`config.mk`:
```
export PLATFORM = sky130hd
export DESIGN_NAME = input_debounce
export DESIGN_NICKNAME = d
export VERILOG_FILES = /design/src/rtl/debounce_pkg.sv /design/src/rtl/debounce_chan.sv /design/src/rtl/input_debounce.sv
export SDC_FILE = /design/constraint.sdc
export NUM_CORES = 1
export LEC_CHECK = 0
export ABC_AREA = 1
export CORE_MARGIN = 2
export CORE_UTILIZATION = 58
export CTS_BUF_LIST = sky130_fd_sc_hd__clkbuf_16
export DETAILED_ROUTE_END_ITERATION = 10
export PLACE_DENSITY_LB_ADDON = 0.1
export REMOVE_ABC_BUFFERS = 1
export SLEW_MARGIN = 5
export SYNTH_ARGS = -nofsm -noshare
export SYNTH_HDL_FRONTEND = slang
export SYNTH_SLANG_ARGS = --single-unit
```
`constraint.sdc`:
```
create_clock -name clk -period 4.1 [get_ports clk]
set_input_delay 0.82 -clock clk [delete_from_list [all_inputs] [get_ports clk]]
set_output_delay 0.82 -clock clk [all_outputs]
set_load 0.01 [all_outputs]
```
`src/rtl/debounce_pkg.sv`:
```
// debounce_pkg: shared constants, types and helpers for the input_debounce block.
// Build option: define INPUT_DEBOUNCE_TOGGLE_EN to add per-channel toggle outputs.
package debounce_pkg;

    // Prescaler and per-channel stability counter widths
    localparam int DEB_PCNT_W = 16;
    localparam int DEB_SCNT_W = 4;

    typedef logic [DEB_PCNT_W-1:0] pcnt_t;
    typedef logic [DEB_SCNT_W-1:0] scnt_t;

    // 10 kHz clock / 100 = 100 Hz sample tick; three stable ticks to accept a change
    localparam pcnt_t DEB_TICK_DIV_DEFAULT     = 16'd100;
    localparam scnt_t DEB_STABLE_TICKS_DEFAULT = 4'd3;

    // Event produced by a channel on the cycle its debounced level changes
    typedef enum logic [1:0] {
        EDGE_NONE = 2'b00,
        EDGE_RISE = 2'b01,
        EDGE_FALL = 2'b10
    } edge_t;

    // True on the last prescaler count before wrapping
    function automatic logic pcnt_last(input pcnt_t pcnt, input pcnt_t tick_div);
        return pcnt == (tick_div - pcnt_t'(1));
    endfunction

    // True when the current tick completes qualification of a changed input
    function automatic logic scnt_last(input scnt_t scnt, input scnt_t stable_ticks);
        return scnt == (stable_ticks - scnt_t'(1));
    endfunction

endpackage

```
`src/rtl/debounce_chan.sv`:
```
// debounce_chan: one debounced input channel.
// Two-flop synchroniser, tick-paced stability counter, debounced level and
// one-cycle rise/fall pulses. With INPUT_DEBOUNCE_TOGGLE_EN defined, also a
// toggle bit that inverts on every rise event.
module debounce_chan
    import debounce_pkg::*;
#(
    parameter scnt_t STABLE_TICKS = DEB_STABLE_TICKS_DEFAULT
) (
    input  logic clk,
    input  logic rst,
    input  logic ena,
    input  logic tick,
    input  logic din,
    output logic dout,
    output logic rise,
    output logic fall
`ifdef INPUT_DEBOUNCE_TOGGLE_EN
    ,
    output logic toggle
`endif
);

    logic  s1;
    logic  s2;
    scnt_t scnt;
    logic  mismatch;
    edge_t evt_next;

    // Synchroniser keeps sampling even while the block is disabled
    always_ff @(posedge clk or posedge rst) begin
        if (rst) begin
            s1 <= 1'b0;
            s2 <= 1'b0;
        end else begin
            s1 <= din;
            s2 <= s1;
        end
    end

    assign mismatch = s2 ^ dout;

    // Decide whether this cycle commits a new level, and in which direction
    always_comb begin
        evt_next = EDGE_NONE;
        if (ena && mismatch && tick && scnt_last(scnt, STABLE_TICKS)) begin
            evt_next = s2 ? EDGE_RISE : EDGE_FALL;
        end
    end

    // Stability counter and debounced level; any agreement restarts qualification
    always_ff @(posedge clk or posedge rst) begin
        if (rst) begin
            scnt <= '0;
            dout <= 1'b0;
        end else if (ena) begin
            if (!mismatch) begin
                scnt <= '0;
            end else if (tick) begin
                if (evt_next != EDGE_NONE) begin
                    dout <= s2;
                    scnt <= '0;
                end else begin
                    scnt <= scnt + scnt_t'(1);
                end
            end
        end
    end

    // Event pulses are registered alongside dout so they line up with the level change
    always_ff @(posedge clk or posedge rst) begin
        if (rst) begin
            rise <= 1'b0;
            fall <= 1'b0;
        end else begin
            rise <= (evt_next == EDGE_RISE);
            fall <= (evt_next == EDGE_FALL);
        end
    end

`ifdef INPUT_DEBOUNCE_TOGGLE_EN
    // Push-button on/off state: flips on every accepted press, holds otherwise
    always_ff @(posedge clk or posedge rst) begin
        if (rst) begin
            toggle <= 1'b0;
        end else if (evt_next == EDGE_RISE) begin
            toggle <= ~toggle;
        end
    end
`else
    // No toggle state in this build; the channel provides level and pulses only.
`endif

endmodule

```
`src/rtl/input_debounce.sv`:
```
// input_debounce: conditions raw switch inputs for the display/counter core.
// A shared prescaler produces a one-cycle sample tick every TICK_DIV clocks;
// each of the WIDTH channels is debounced independently against that tick.
// Build option: INPUT_DEBOUNCE_TOGGLE_EN adds the toggle[WIDTH] output.
// Legal parameter ranges: TICK_DIV 2..65535, STABLE_TICKS 1..15.
module input_debounce
    import debounce_pkg::*;
#(
    parameter int    WIDTH        = 8,
    parameter pcnt_t TICK_DIV     = DEB_TICK_DIV_DEFAULT,
    parameter scnt_t STABLE_TICKS = DEB_STABLE_TICKS_DEFAULT
) (
    input  logic             clk,
    input  logic             rst,
    input  logic             ena,
    input  logic [WIDTH-1:0] din,
    output logic [WIDTH-1:0] dout,
    output logic [WIDTH-1:0] rise,
    output logic [WIDTH-1:0] fall,
    output logic             tick
`ifdef INPUT_DEBOUNCE_TOGGLE_EN
    ,
    output logic [WIDTH-1:0] toggle
`endif
);

    pcnt_t pcnt;

    // Prescaler: counts 0..TICK_DIV-1 while enabled, tick is high the cycle after the wrap
    always_ff @(posedge clk or posedge rst) begin
        if (rst) begin
            pcnt <= '0;
            tick <= 1'b0;
        end else if (ena) begin
            if (pcnt_last(pcnt, TICK_DIV)) begin
                pcnt <= '0;
                tick <= 1'b1;
            end else begin
                pcnt <= pcnt + pcnt_t'(1);
                tick <= 1'b0;
            end
        end else begin
            tick <= 1'b0;
        end
    end

    // One independent debounce channel per input bit
    for (genvar i = 0; i < WIDTH; i++) begin : g_chan
        debounce_chan #(
            .STABLE_TICKS (STABLE_TICKS)
        ) u_chan (
            .clk    (clk),
            .rst    (rst),
            .ena    (ena),
            .tick   (tick),
            .din    (din[i]),
            .dout   (dout[i]),
            .rise   (rise[i]),
            .fall   (fall[i])
`ifdef INPUT_DEBOUNCE_TOGGLE_EN
            ,
            .toggle (toggle[i])
`endif
        );
    end

endmodule

```
# Word-level counts from Yosys, hierarchy flattened
# Cells that the tools add are included.
[totals]
regBits = 89
in_bits = 11
output_inout_bits = 25
word_cells = 191
[op_classes]
n_addsub = 9
eq_ne = 33
mux = 43
bitwise = 8
reduce_logical = 48
[op_table]
columns = ["operator", "count"]
rows = [
  ["two-way mux 4 bit", 24],
  ["adder 4 x 1 -> 4 bit (second input constant)", 8],
  ["equality test 4 x 2 -> 1 bit (second input constant)", 8],
  ["two-way mux 2 bit", 16],
  ["AND reduction 4 bit", 8],
  ["logical AND 1 bit", 24],
  ["adder 16 x 1 -> 16 bit (second input constant)", 1],
  ["equality test 16 x 7 -> 1 bit (second input constant)", 1],
  ["equality test 2 x 1 -> 1 bit (second input constant)", 8],
  ["equality test 2 bit (second input constant)", 8],
  ["two-way mux 16 bit", 1],
  ["inequality test 2 bit (second input constant)", 8],
  ["AND reduction 2 bit", 8],
  ["nonzero test 2 bit", 8],
  ["XOR 1 bit", 8],
  ["two-way mux 1 bit", 2],
]

# Logic depth before layout (Yosys ltp)
# Gate-level depths: netlist (run 1).
[depth]
word_depth = 9
mapped_depth = 9
depth_no_buf = 8

# By module
# Synthesis (run 1) repeated with hierarchy kept, for this count alone.
[unflattened]
cells_unflattened = 495
hier_area_um2 = 4446.8
[by_module_without_submodules]
columns = ["module", "n_inst", "cells_per_inst", "area_each_um2", "seq_area_each_um2"]
rows = [
  ["debounce_chan", 8, 45, 427.9, 225.2],
  ["input_debounce", 1, 135, 1023.5, 425.4],
]

# Worst setup path before layout (run 1)
# Ideal clock, no wire load.
[synth_timing]
kind = "input port to flip-flop"
startpoint = "in ena"
endpoint = "reg pcnt[11]"
setup_time_ns = 0.118
arrival_time_ns = 1.427
path_slack_ns = 2.555
cell_stages = 7
n_path_buf = 1
cell_sequence = "buf_6 nand2_2 nor2_4 nand2_2 nor2_4 xor2_1 inv_1"
[synth_lines]
columns = ["item", "line", "text"]
rows = [
  ["start: declaration", "input_debounce.sv:15", "input logic ena,"],
  ["end signal: assignment", "input_debounce.sv:39", "pcnt <= pcnt + pcnt_t'(1);"],
  ["end: declaration", "input_debounce.sv:27", "pcnt_t pcnt;"],
]

# Final worst setup path (run 1)
[layout_timing]
startpoint = "reg tick"
endpoint = "out tick"
[layout_lines]
columns = ["item", "line", "text"]
rows = [
  ["start: declaration", "input_debounce.sv:20", "output logic tick"],
  ["start signal: assignment", "input_debounce.sv:33", "tick <= 1'b0;"],
  ["start signal: assignment", "input_debounce.sv:37", "tick <= 1'b1;"],
  ["start signal: assignment", "input_debounce.sv:40", "tick <= 1'b0;"],
]
# No word-level cell between the ends.

==> flow_summary.yaml, run 1 <==
run_status:
  status: "finished clean"
logic_synthesis:
  ys_async_sr_fraction_pct: 100.0
  syn_inst: 470
  synth-main-ff-cell: "dfrtp_1"
  synth-seq-cells: 89
  synth_cell_types: 25
  synth_edf_count: 0
  post_synth_instance_area_um2: 4247
  ys_warn_count: 0
  syn_area_per_cell_um2: 9.035
  seq_area_frac_synth_pct: 52.45
routing:
  initialDrtViolationCount: 206
  num_vias: 2915
  drt_wl_total_um: 7128
  drc_errors: 0
  avgRoutedWirePerCell_um: 11.98
  ant_nets: 0
  via_per_inst: 4.899
  first_pass_iters: 4
timing:
  timing.final.crit_share_pct: 53.99
  relSlewSlack_pct: 68.27
  timing.final.ws_setup_ns: 1.887
  fin_crit_ns: 2.213
  skew_ns: 0.005321
  hold_viol_final: 0
  finalHoldWorstSlack_ns: 0.3478
  slew_violations: 0
  rsz0062_at_grt: "no"
  max_freq_mhz: 451.8
  worst_pin_slew_ns: 0.4710
  tns_ns: 0
  finalSetupViolCount: 0
setup_path:
  crit_buf_inv: 1
  startpoint_type: "register"
  end_kind: "primary output"
  rr_startpoint: "tick"
  crit_chain: "clkdlybuf4s50_1"
  cp_slowest_cell: "clkdlybuf4s50_1"
  crit_path_max_fanout: 5
  cp.required_ns: 3.28
  path_depth: 1
  critPathKind: "register to primary output"
  reg2reg_depth: 6
  r2r-end: "g_chan[4].u_chan.scnt[0]"
  crit_family: "buffers and inverters"
  worst_ep_arrival_time_ns: 1.39
  max_stage_delay_ns: 0.59
  endpoint: "tick"
  critPathLaunch: "tick"
  r2r_slack_ns: 2.65
grt:
  grt_use_total_pct: 20.32
  overflow: 0
  grt_pass1_wl_um: 12540
  antenna_found_initial: 0
  grt_start_max_net_pins: 90
  grt_pass1_vias: 2788
final_layout:
  design_area_um2: 4833
  final_layout_size_suffix_gt1_share_pct: 6.048
  area_growth_syn_to_layout_pct: 13.82
  final_nets: 519
  fillers: 577
  insertedDiodeCount: 0
die:
  start_util_pct: 59.18
  die_h_um: 89.57
  io_pins: 36
  dieArea_um2: 8022
  core_area_um2: 7176
  core.rowCount: 31
  die_x_um: 89.57
clocking:
  clock_latency_ns: 0.33
  cts_root_buf: "clkbuf_16"
  clock-sinks: 89
  clkTransAtPathRegs_ns: 0.06
  cts_tree: "yes"
  ctsResizeCount: 0
  cts_hold_buf: 0
  cts_setup_buffers: 0
  clk_path_buf_depth: 2
  cts_buffers: 9
  ctsHtreeMaxLevel: 3
power_and_ir_drop:
  intPower_mw: 1.456
  cellPowerDensity_nw_per_um2: 400.5
  p_leak_nw: 2.345
  ir_worst_vdd_mv: 0.3404
  p_sw_share_pct: 24.80
  p_seq_share_pct: 50.1
  power_frac_clock_pct: 40.4
  p_comb_share_pct: 9.4
  power_switching_mw: 0.4801
placed_design:
  dpl_cell_area_um2: 4546
  io_buffers: 35
  post-place-ws_ns: 1.617
  dp_hpwl_um: 5008
  gp_congestion: 0.8403
min_path:
  min_path_type: "register to register"
run:
  maxCapViolations: 0
## power groups by stage
stage | logic (mW) | registers (mW) | clock network [mW]
2_1_floorplan | 0.141 | 0.973 | 0
3_3_place_gp | 0.180 | 0.986 | 0
3_5_place_dp | 0.185 | 0.986 | 0
4_1_cts | 0.187 | 0.970 | 0.806
5_1_grt | 0.215 | 0.980 | 0.837
6_report | 0.183 | 0.970 | 0.783
## routing by layer
layer	track usage, %	routed length [um]	vias up
met4	6.242	82	0
met5	0	0	-
met2	34.02	3476	49
met1	25.78	3339	1367
li1	-	-	1491
met3	5.448	229	8
## how the worst min path moves through the flow
stage	slack [ns]	cells after the start	endpoint	startpoint
global route	0.35	0	g_chan[1].u_chan.s2	g_chan[1].u_chan.s1
floorplan	0.33	0	g_chan[0].u_chan.s2	g_chan[0].u_chan.s1
global placement	0.33	0	g_chan[6].u_chan.s2	g_chan[6].u_chan.s1
detailed placement	0.34	0	g_chan[0].u_chan.s2	g_chan[0].u_chan.s1
CTS	0.35	0	g_chan[0].u_chan.s2	g_chan[0].u_chan.s1
finish	0.35	0	g_chan[0].u_chan.s2	g_chan[0].u_chan.s1
## sequential cells by signal, indices dropped and copies added, names as in the netlist
signal,flops
g_chan.u_chan.scnt,32
g_chan.u_chan.dout,8
g_chan.u_chan.fall,8
g_chan.u_chan.s1,8
g_chan.u_chan.s2,8
g_chan.u_chan.rise,8
pcnt,16
tick,1
## synth_stat cells, types with 2 or more instances
master     n  area [um^2]
nor3_2     3        30.03
ha_1      17        212.7
nand2_2    6        37.54
o21ai_0   27        135.1
nand4_1    6        37.54
nor2_4     2        22.52
nor2_2     3        18.77
o21ai_1   15        75.07
xnor2_1   13        113.9
inv_1     55        206.5
dfrtp_1   89         2227
buf_4     25        187.7
nor2_1    52        195.2
nand3_1   32        160.2
nand2_1  100        375.4
xor2_1    16        140.1
## final cells by class
type	instances	area (um^2)	share of cell area, %
sequential	89	2227	46.08
multi-input combinational	298	1605	33.21
timing repair buffer	37	377.9	7.818
clock buffer	9	225.2	4.660
inverter	56	211.5	4.375
tap	99	123.9	2.563
clock inverter	7	62.56	1.294
## per-stage QoR
step | instances | util [%] | power (mW)
2_1_floorplan | 443 | - | 1.113
3_3_place_gp | 579 | 63.35 | 1.166
3_5_place_dp | 579 | 63.35 | 1.171
4_1_cts | 595 | 67.36 | 1.962
5_1_grt | 595 | 67.36 | 2.032
6_report | 595 | 67.36 | 1.936
## cells by family (layout without fill, tap and decap cells)
logic type	count (synthesis)	count (layout)	share of synthesized area, %
mux	1	1	0.2357
xor+xnor	29	29	5.981
buf+inv	83	109	9.752
flops	89	89	52.45
fa+ha+maj	17	17	5.009
compound gates	44	44	5.244
simple gates	207	207	21.33
## placed cells by master (no fill, tap or decap), types with 6 or more instances in the layout
cell             count
clkbuf_16            9
clkdlybuf4s50_1     35
dfrtp_1             89
ha_1                17
inv_1               56
nand2_1            100
nand2_2              6
nand3_1             32
nand4_1              6
nor2_1              52
o21ai_0             27
o21ai_1             15
xnor2_1             13
xor2_1              16
Power figures use the tool's default switching activity.
==> run 2, diff against run 1 <==
CORE_UTILIZATION = 52   (was 58)
clock period = 1.96 ns   (was 4.1 ns; I/O delays follow)
==> run 2 against run 1 <==
  * Clock power up 110%
  * Sequential share of layout area down 0.39 points
  * Register-to-register slack worse by 2.2 ns
  * Wire length up 1.9%
  * Power up 110%
  * Global-route usage down 1.5 points
  * Clock skew down 0.0023 ns
  * Critical path depth unchanged
  * Core utilization down 4.9 points
  * Worst hold slack worse by 0.0019 ns
  * Critical path type unchanged
==> flow_summary.yaml, run 2 (same netlist as run 1, synthesis figures left out) <==
final_layout:
  final_nets: 522
  final_layout_size_suffix_gt1_share_pct: 6.426
  reg_top3: "g_chan.u_chan.scnt x32, pcnt x16"
  insertedDiodeCount: 0
  mostFrequentLayoutCell: "nand2_1"
  largest_register_ffs: 32
  fillers: 659
  final_cell_mix: "nand2_1 (100), dfrtp_1 (89), inv_1 (56)"
  area_growth_syn_to_layout_pct: 14.79
  regMostFlops: "g_chan.u_chan.scnt"
clocking:
  cts_setup_buffers: 0
  cts_buffers: 9
  cts_tree: "yes"
  cts_hold_buf: 0
  clkTransAtPathRegs_ns: 0.06
  clk_path_buf_depth: 2
  cts_root_buf: "clkbuf_16"
  ctsHtreeMaxLevel: 3
  clock-sinks: 89
  clock_latency_ns: 0.33
  ctsResizeCount: 0
timing:
  skew_ns: 0.002994
  max_freq_mhz: 553.7
  tns_ns: 0
  finalHoldWorstSlack_ns: 0.3460
  relSlewSlack_pct: 70.92
  rsz0062_at_grt: "no"
  fin_crit_ns: 1.806
  hold_viol_final: 0
  finalSetupViolCount: 0
  worst_pin_slew_ns: 0.4316
  timing.final.crit_share_pct: 92.15
  slew_violations: 0
die:
  io_pins: 36
  die_x_um: 94.37
  core_area_um2: 7807
  start_util_pct: 54.39
  dieArea_um2: 8906
  die_h_um: 94.37
  core.rowCount: 32
setup_path:
  crit_path_max_fanout: 5
  end_kind: "primary output"
  critPathKind: "register to primary output"
  worst_ep_arrival_time_ns: 1.41
  crit_buf_inv: 1
  crit_family: "buffers and inverters"
  startpoint_type: "register"
  cp_slowest_cell: "clkdlybuf4s50_1"
  r2r_slack_ns: 0.46
  cp.required_ns: 1.57
  max_stage_delay_ns: 0.59
  crit_chain: "clkdlybuf4s50_1"
grt:
  grt_pass1_wl_um: 12830
  antenna_found_initial: 0
  grt_start_max_net_pins: 37
  grt_pass1_vias: 2883
  grt_use_total_pct: 18.83
  overflow: 0
routing:
  initialDrtViolationCount: 98
  num_vias: 2898
  first_pass_iters: 4
  avgRoutedWirePerCell_um: 12.11
  drc_errors: 0
  ant_nets: 0
  drt_wl_total_um: 7265
  via_per_inst: 4.830
power_and_ir_drop:
  ir_worst_vdd_mv: 0.7079
  cellPowerDensity_nw_per_um2: 829.9
  p_leak_nw: 2.360
placed_design:
  gp_congestion: 0.8247
  dp_hpwl_um: 5184
  io_buffers: 35
run:
  maxCapViolations: 0
run_status:
  status: "finished clean"
min_path:
  min_path_type: "register to register"
[run 2: routing by layer]
| layer | wire length (um) | up-vias | global-route usage [%] | share of wire, % |
|---|---|---|---|---|
| met2 | 3473 | 60 | 30.71 | 48 |
| met3 | 356 | 8 | 6.544 | 4.9 |
| met5 | 0 | - | 0 | 0 |
| met1 | 3345 | 1333 | 23.89 | 46 |
| met4 | 90 | 0 | 5.556 | 1.2 |
| li1 | - | 1497 | - | - |
[run 2: final timing paths]
check,startpoint,end,depth (start not counted)
max,tick,tick,1
min,g_chan[0].u_chan.s1,g_chan[0].u_chan.s2,0
max reg2reg,tick,g_chan[4].u_chan.scnt[0],6
min reg2reg,g_chan[0].u_chan.s1,g_chan[0].u_chan.s2,0
max in group asynchronous,rst,g_chan[5].u_chan.s2,3
min in group asynchronous,rst,g_chan[6].u_chan.rise,2
[run 2: cell type report]
| type | count | area [um^2] | area share, % |
|---|---|---|---|
| clock inverter | 6 | 52.55 | 1.078 |
| tap | 102 | 127.6 | 2.618 |
| sequential | 89 | 2227 | 45.69 |
| inverter | 56 | 211.5 | 4.338 |
| clock buffer | 9 | 225.2 | 4.620 |
| multi-input combinational | 298 | 1605 | 32.93 |
| timing repair buffer | 40 | 425.4 | 8.727 |
[run 2: stage by stage]
| stage | util (%) | power, mW | setup WS, ns | instance area (um^2) | cells |
|---|---|---|---|---|---|
| after global placement | 58.88 | 2.442 | 0.07405 | 4597 | 585 |
| after detailed placement | 58.88 | 2.462 | 0.08507 | 4597 | 585 |
| final | 62.44 | 4.046 | 0.1538 | 4875 | 600 |
| after floorplan | - | 2.329 | -0.7389 | 4043 | 443 |
| after CTS | 62.44 | 4.093 | 0.1358 | 4875 | 600 |
| after global routing | 62.44 | 4.252 | 0.09143 | 4875 | 600 |
[run 2: power by group]
group / leakage, nW / internal [mW] / switching, mW
clock: 0.139 / 0.962 / 0.653
combinational: 1.05 / 0.150 / 0.251
sequential: 1.17 / 1.93 / 0.102
==> run 3, diff against run 2 <==
SKIP_CTS_REPAIR_TIMING = 1   (was unset)
TNS_END_PERCENT = 30   (was unset)
==> results of run 3 <==
The final DEF is identical to that of run 2; final timing and power are the same.
